--- src/rtl/cpu_fetch_pkg.sv ---
// Shared CPU definitions used by the fetch stage and predecode logic:
// RV32 control-flow opcodes and the fetch state encoding.
package cpu_fetch_pkg;

  localparam int OPCODE_WIDTH = 7;

  localparam logic [OPCODE_WIDTH-1:0] OP_JAL    = 7'b1101111;
  localparam logic [OPCODE_WIDTH-1:0] OP_JALR   = 7'b1100111;
  localparam logic [OPCODE_WIDTH-1:0] OP_BRANCH = 7'b1100011;
  localparam logic [OPCODE_WIDTH-1:0] OP_SYSTEM = 7'b1110011;

  typedef enum logic [0:0] {
    FETCH     = 1'b0,
    WAIT_JUMP = 1'b1
  } fetchState_e;

endpackage

--- src/rtl/cpu_fetch_predecode.sv ---
// Combinational predecode: flags instructions whose successor PC is only
// known after execute (jumps, branches, system instructions).
module cpu_fetch_predecode
  import cpu_fetch_pkg::*;
#(
  parameter int OPCODE_W = OPCODE_WIDTH
) (
  input  logic [31:0] i_word,
  output logic        o_is_jump
);

  logic [OPCODE_W-1:0] opcode;

  assign opcode = i_word[OPCODE_W-1:0];

  always_comb begin
    o_is_jump = 1'b0;
    if ((opcode == OPCODE_W'(OP_JAL))    ||
        (opcode == OPCODE_W'(OP_JALR))   ||
        (opcode == OPCODE_W'(OP_BRANCH)) ||
        (opcode == OPCODE_W'(OP_SYSTEM))) begin
      o_is_jump = 1'b1;
    end
  end

endmodule

--- src/rtl/cpu_fetch.sv ---
// Instruction fetch stage: owns the fetch PC, feeds decode through a
// one-entry output register, and halts on control flow until execute resolves it.
module cpu_fetch
  import cpu_fetch_pkg::*;
#(
  parameter logic [31:0] RESET_VECTOR = 32'h0000_0000,
  parameter int          OPCODE_W     = 7
) (
  input  logic        i_clock,
  input  logic        i_reset,
  output logic [31:0] o_icache_pc,
  output logic        o_icache_stall,
  input  logic        i_icache_ready,
  input  logic [31:0] i_icache_rdata,
  output logic        o_valid,
  input  logic        i_ready,
  output logic [31:0] o_instruction,
  output logic [31:0] o_pc,
  output logic        o_is_jump,
  input  logic        i_jump,
  input  logic [31:0] i_jump_pc,
  output logic [31:0] o_fetch_count
);

  fetchState_e state_q, state_d;
  logic [31:0] pc_q, pc_d;
  logic        valid_q, valid_d;
  logic [31:0] instr_q, instr_d;
  logic [31:0] instrPc_q, instrPc_d;
  logic        isJump_q, isJump_d;
  logic [31:0] fetchCount_q, fetchCount_d;

  logic        outFree;
  logic        fetchFire;
  logic        predIsJump;
  logic [31:0] jumpTarget;

  cpu_fetch_predecode #(
    .OPCODE_W (OPCODE_W)
  ) u_predecode (
    .i_word    (i_icache_rdata),
    .o_is_jump (predIsJump)
  );

  assign outFree    = !valid_q || i_ready;
  assign fetchFire  = (state_q == FETCH) && i_icache_ready && outFree;
  assign jumpTarget = i_jump_pc & 32'hFFFF_FFFC;

  // A word returned while the output register is full is dropped; the cache
  // was told to stall, so this only happens on a protocol violation.
  always_comb begin
    state_d      = state_q;
    pc_d         = pc_q;
    valid_d      = valid_q;
    instr_d      = instr_q;
    instrPc_d    = instrPc_q;
    isJump_d     = isJump_q;
    fetchCount_d = fetchCount_q;

    if (valid_q && i_ready) begin
      valid_d = 1'b0;
    end

    case (state_q)
      FETCH: begin
        if (fetchFire) begin
          valid_d      = 1'b1;
          instr_d      = i_icache_rdata;
          instrPc_d    = pc_q;
          isJump_d     = predIsJump;
          fetchCount_d = fetchCount_q + 32'd1;
          if (predIsJump) begin
            state_d = WAIT_JUMP;
          end else begin
            pc_d = pc_q + 32'd4;
          end
        end
      end
      WAIT_JUMP: begin
        if (i_jump) begin
          pc_d    = jumpTarget;
          state_d = FETCH;
        end
      end
      default: begin
        state_d = FETCH;
      end
    endcase
  end

  always_ff @(posedge i_clock or negedge i_reset) begin
    if (!i_reset) begin
      state_q      <= FETCH;
      pc_q         <= RESET_VECTOR;
      valid_q      <= 1'b0;
      instr_q      <= 32'h0;
      instrPc_q    <= 32'h0;
      isJump_q     <= 1'b0;
      fetchCount_q <= 32'h0;
    end else begin
      state_q      <= state_d;
      pc_q         <= pc_d;
      valid_q      <= valid_d;
      instr_q      <= instr_d;
      instrPc_q    <= instrPc_d;
      isJump_q     <= isJump_d;
      fetchCount_q <= fetchCount_d;
    end
  end

  assign o_icache_pc    = pc_q;
  assign o_icache_stall = (state_q != FETCH) || !outFree;
  assign o_valid        = valid_q;
  assign o_instruction  = instr_q;
  assign o_pc           = instrPc_q;
  assign o_is_jump      = isJump_q;
  assign o_fetch_count  = fetchCount_q;

endmodule

--- config.mk ---
export PLATFORM = sky130hd
export DESIGN_NAME = cpu_fetch
export DESIGN_NICKNAME = d
export VERILOG_FILES = /design/src/rtl/cpu_fetch_pkg.sv /design/src/rtl/cpu_fetch_predecode.sv /design/src/rtl/cpu_fetch.sv
export SDC_FILE = /design/constraint.sdc
export NUM_CORES = 1
export LEC_CHECK = 0
export BUFFER_PORTS_ARGS = -buffer_cell sky130_fd_sc_hd__buf_4
export CAP_MARGIN = 20
export CORE_UTILIZATION = 30
export DETAILED_ROUTE_END_ITERATION = 8
export GPL_ROUTABILITY_DRIVEN = 0
export PLACE_DENSITY_LB_ADDON = 0.2
export SLEW_MARGIN = 20
export SYNTH_ARGS = -nofsm -noshare
export SYNTH_HDL_FRONTEND = slang
export SYNTH_SLANG_ARGS = --single-unit
--- constraint.sdc ---
create_clock -name i_clock -period 4.2 [get_ports i_clock]
set_input_delay 0.21 -clock i_clock [delete_from_list [all_inputs] [get_ports i_clock]]
set_output_delay 0.21 -clock i_clock [all_outputs]
set_load 0.05 [all_outputs]
==> impl_summary.log <==
INFO  metric run_status = finished clean
INFO  metric yosys_register_bits = 127
INFO  metric yosys.area.top_type = sky130_fd_sc_hd__dfrtp_1
INFO  metric vias = around 4900
INFO  metric postSynthCellCount = between 500 and 600
INFO  metric powerDensity = ~630 mW/mm²
INFO  metric cts_num_sinks = 127
INFO  metric path_delay_family = buffers and inverters
INFO  metric post-dp-hpwl = around 12000 µm
INFO  metric fmax = between 400 and 500 MHz
INFO  metric synth.most_common_cell = sky130_fd_sc_hd__dfrtp_1
INFO  metric p_seq_share = between 30% and 40%
INFO  metric antenna_cells = 0
INFO  metric finalNonFillerCells = between 900 and 1000
INFO  metric vias_in_the_first_global_route = about 4900
INFO  metric tritoncts = done
INFO  metric grt_overflow_total = 0
INFO  metric drtAntennaViolNets = 0
INFO  metric critical-path-slowest-cell = sky130_fd_sc_hd__inv_1
INFO  metric postSynthAreaPerCell = about 11 µm²
INFO  metric die_area = around 0.02 mm²
INFO  metric timing.critical_path.cells = buf_4, inv_1, nand2_1, buf_4
INFO  metric grt_antenna_before_repair = 0
INFO  metric intPower = ~3.1 mW
INFO  metric worstPathRequired = 3990 ps
INFO  metric power.clock.fraction = a little under a third
INFO  metric global_route.usage.total = 16.6%
INFO  metric cts.htree.levels = 4
INFO  metric placement.cell_area = between 0.007 and 0.008 mm²
INFO  metric post_cts_resized = 0
INFO  metric worst_path_buf_inv = 3
INFO  metric setup_total_negative_slack = 0 ps
INFO  metric synth-edff-count = 0
INFO  metric routedWlPerCell = around 17 µm
INFO  metric post-route-period-util = between 50% and 60%
INFO  metric cell_repeated_most_along_the_worst_path = sky130_fd_sc_hd__buf_4
INFO  metric clock_tree_root = sky130_fd_sc_hd__clkbuf_16
INFO  metric synth.yosys.warnings = 0
INFO  metric timing_max_transition_violations_final = 0
INFO  metric placement.io_buffers = 193
INFO  metric rsz_0062_raised_after_global_routing = false
INFO  metric buffers_inserted_during_post_cts_setup_optimization = 0
INFO  metric design.portCount = 200
INFO  metric cp-start-kind = flop
INFO  metric clock_tree.buffer_depth = 2
INFO  metric finalCriticalPeriod = ~2500 ps
INFO  metric worstSetupEndpointType = output port
INFO  metric hp-class = input pin to flop
INFO  metric leakagePower = 3.78 nW
INFO  metric synth_commonest_cells = sky130_fd_sc_hd__dfrtp_1, sky130_fd_sc_hd__mux2_2, sky130_fd_sc_hd__nand2_1
INFO  metric finalSetupViolCount = 0
INFO  metric drt_pre_antenna_iters = 4
INFO  metric crit_path_dat = ~2200 ps
INFO  metric clock-skew-final = 11.1 ps
INFO  metric postSynth.topFlopCell = sky130_fd_sc_hd__dfrtp_1
INFO  metric synth_async_sr_flop_share = between 90% and 100%
INFO  metric synth_sequential_area_ratio = a little over half
INFO  metric drive_gt1_share = 40.5%
INFO  metric ctsHoldBuffers = 1
INFO  metric grt_max_degree = 109
INFO  metric dpl.cell_count = between 900 and 1000
INFO  metric design_power_total = 5.21 mW
INFO  metric drv.max_cap_violation_count = 0
INFO  metric setup_ws = around 1700 ps
INFO  metric areaGrowthSynthToFinish = 39.4%
INFO  metric netlist.area_leader.share = a little over half
INFO  metric stdcell_area = around 0.0082 mm²
INFO  metric worst_slew_margin_rel = 37.2%
INFO  metric cp_slowest_stage_delay = 570 ps
INFO  metric die_height = 142 µm
INFO  metric finalNetCount = approximately 800
INFO  metric p_sw = around 2.1 mW
INFO  metric combinationalPowerShare = 36.0%
INFO  metric final_wirelength = approximately 17000 µm
INFO  metric timing.critical_path.fanout_max = 67
INFO  metric final.hold.worst_slack = 19.7 ps
INFO  metric detail_route.iter0.violations = around 150
INFO  metric die-width = 142 µm
INFO  metric netSwitchingFraction = 40.1%
INFO  metric fin_util = 43.4%
INFO  metric core.rowCount = 50
INFO  metric timing.setup.critical_path_class = flop to output port
INFO  metric floorplan.core_area = roughly 0.019 mm²
INFO  metric timing.final.hold_violations = 0
INFO  metric grt_first_pass_wirelength = 25800 µm
INFO  metric syn-cell-area = 0.00591 mm²
INFO  metric clkLatencyLatePin = 410 ps
INFO  metric ir_drop = just under 0.4 mV
INFO  metric initial_core_util = between 30% and 40%
INFO  metric yosys-top-cells-area = sky130_fd_sc_hd__dfrtp_1, sky130_fd_sc_hd__mux2_2, sky130_fd_sc_hd__xnor2_1
INFO  metric ys_types = 59
INFO  metric preCtsSetupSlack = between 1500 and 2000 ps
INFO  metric drcViolationCount = 0
INFO  metric viasPerCell = 4.90
INFO  metric worst_setup_hold_path_clk_slew = around 60 ps
INFO  metric tightest_slew = 943 ps
INFO  metric tritoncts.num_buffers = 17
[kinds of logic after synthesis]
group / synth area share (%)
simple gates: 16.3
flops: 53.7
compound gates: 10.0
mux: 11.8
buf+inv: 3.09
xor+xnor: 4.59
fa+ha+maj: 0.423
other cells: 0.0634
[routing by layer]
layer / track usage (%) / vias up / wire length, µm
met5: 0 / - / 0
met4: 6.45 / 0 / 298
met3: 5.55 / 21 / 1210
met2: 26.5 / 177 / 7690
met1: 20.6 / 2386 / 7470
li1: - / 2313 / -
[cell usage in the layout, fill, tap and decap left out, types with 2 or more instances in the layout]
cell type / Yosys / final
sky130_fd_sc_hd__a211oi_1: 3 / 3
sky130_fd_sc_hd__a21oi_1: 21 / 21
sky130_fd_sc_hd__a22o_1: 2 / 2
sky130_fd_sc_hd__a22oi_1: 8 / 8
sky130_fd_sc_hd__and2_1: 6 / 6
sky130_fd_sc_hd__and3_1: 9 / 9
sky130_fd_sc_hd__and4_1: 6 / 6
sky130_fd_sc_hd__buf_4: 6 / 195
sky130_fd_sc_hd__bufinv_16: 0 / 5
sky130_fd_sc_hd__clkbuf_16: 0 / 17
sky130_fd_sc_hd__clkinv_4: 0 / 6
sky130_fd_sc_hd__conb_1: 1 / 4
sky130_fd_sc_hd__dfrtp_1: 127 / 126
sky130_fd_sc_hd__ha_1: 2 / 2
sky130_fd_sc_hd__inv_1: 10 / 10
sky130_fd_sc_hd__mux2_2: 58 / 58
sky130_fd_sc_hd__mux2i_1: 3 / 3
sky130_fd_sc_hd__nand2_1: 45 / 44
sky130_fd_sc_hd__nand2b_1: 2 / 2
sky130_fd_sc_hd__nand3_1: 29 / 29
sky130_fd_sc_hd__nand4_1: 9 / 9
sky130_fd_sc_hd__nor2_1: 33 / 33
sky130_fd_sc_hd__nor2b_1: 5 / 5
sky130_fd_sc_hd__nor3_1: 12 / 12
sky130_fd_sc_hd__nor4_1: 10 / 10
sky130_fd_sc_hd__o211ai_1: 5 / 5
sky130_fd_sc_hd__o21ai_0: 30 / 30
sky130_fd_sc_hd__o22ai_1: 5 / 5
sky130_fd_sc_hd__o2bb2ai_1: 4 / 4
sky130_fd_sc_hd__o311ai_0: 2 / 2
sky130_fd_sc_hd__or2_2: 2 / 2
sky130_fd_sc_hd__or3_1: 2 / 2
sky130_fd_sc_hd__or4_4: 2 / 2
sky130_fd_sc_hd__xnor2_1: 20 / 20
sky130_fd_sc_hd__xor2_1: 11 / 11
[final cells by class]
class,count,area [µm²]
clock buffer,18,429
clock inverter,13,215
fill,1869,10800
inverter,10,37.5
multi-input combinational,374,2570
sequential,127,3180
tap,260,325
timing repair buffer,197,1490
[power groups by stage]
stage,Sequential (mW),Clock [mW],Combinational (mW)
after floorplan,2.56,0,0.426
after CTS,1.73,1.66,1.90
after global routing,1.77,1.70,1.97
final,1.73,1.61,1.88
after detailed placement,1.74,0,1.89
after global placement,1.73,0,1.87
[flip-flops by register name (all words and copies together) (netlist names)]
name           cells
o_icache_pc       30
o_is_jump          1
o_valid            1
o_pc              30
o_fetch_count     32
o_instruction     32
state_q            1
[final timing paths]
check / end / slack, ps / start / cells past startpoint
worst max-delay path: o_icache_stall / 1750 / state_q / 4
worst min-delay path: state_q / 20 / i_jump / 2
worst max register to register: o_icache_pc[10] / 1760 / state_q / 5
worst min register to register: o_fetch_count[31] / 480 / o_fetch_count[31] / 1
max in group asynchronous: state_q / 2810 / i_reset / 3
min in group asynchronous: o_fetch_count[24] / 470 / i_reset / 2
Power figures use the tool's default switching activity.
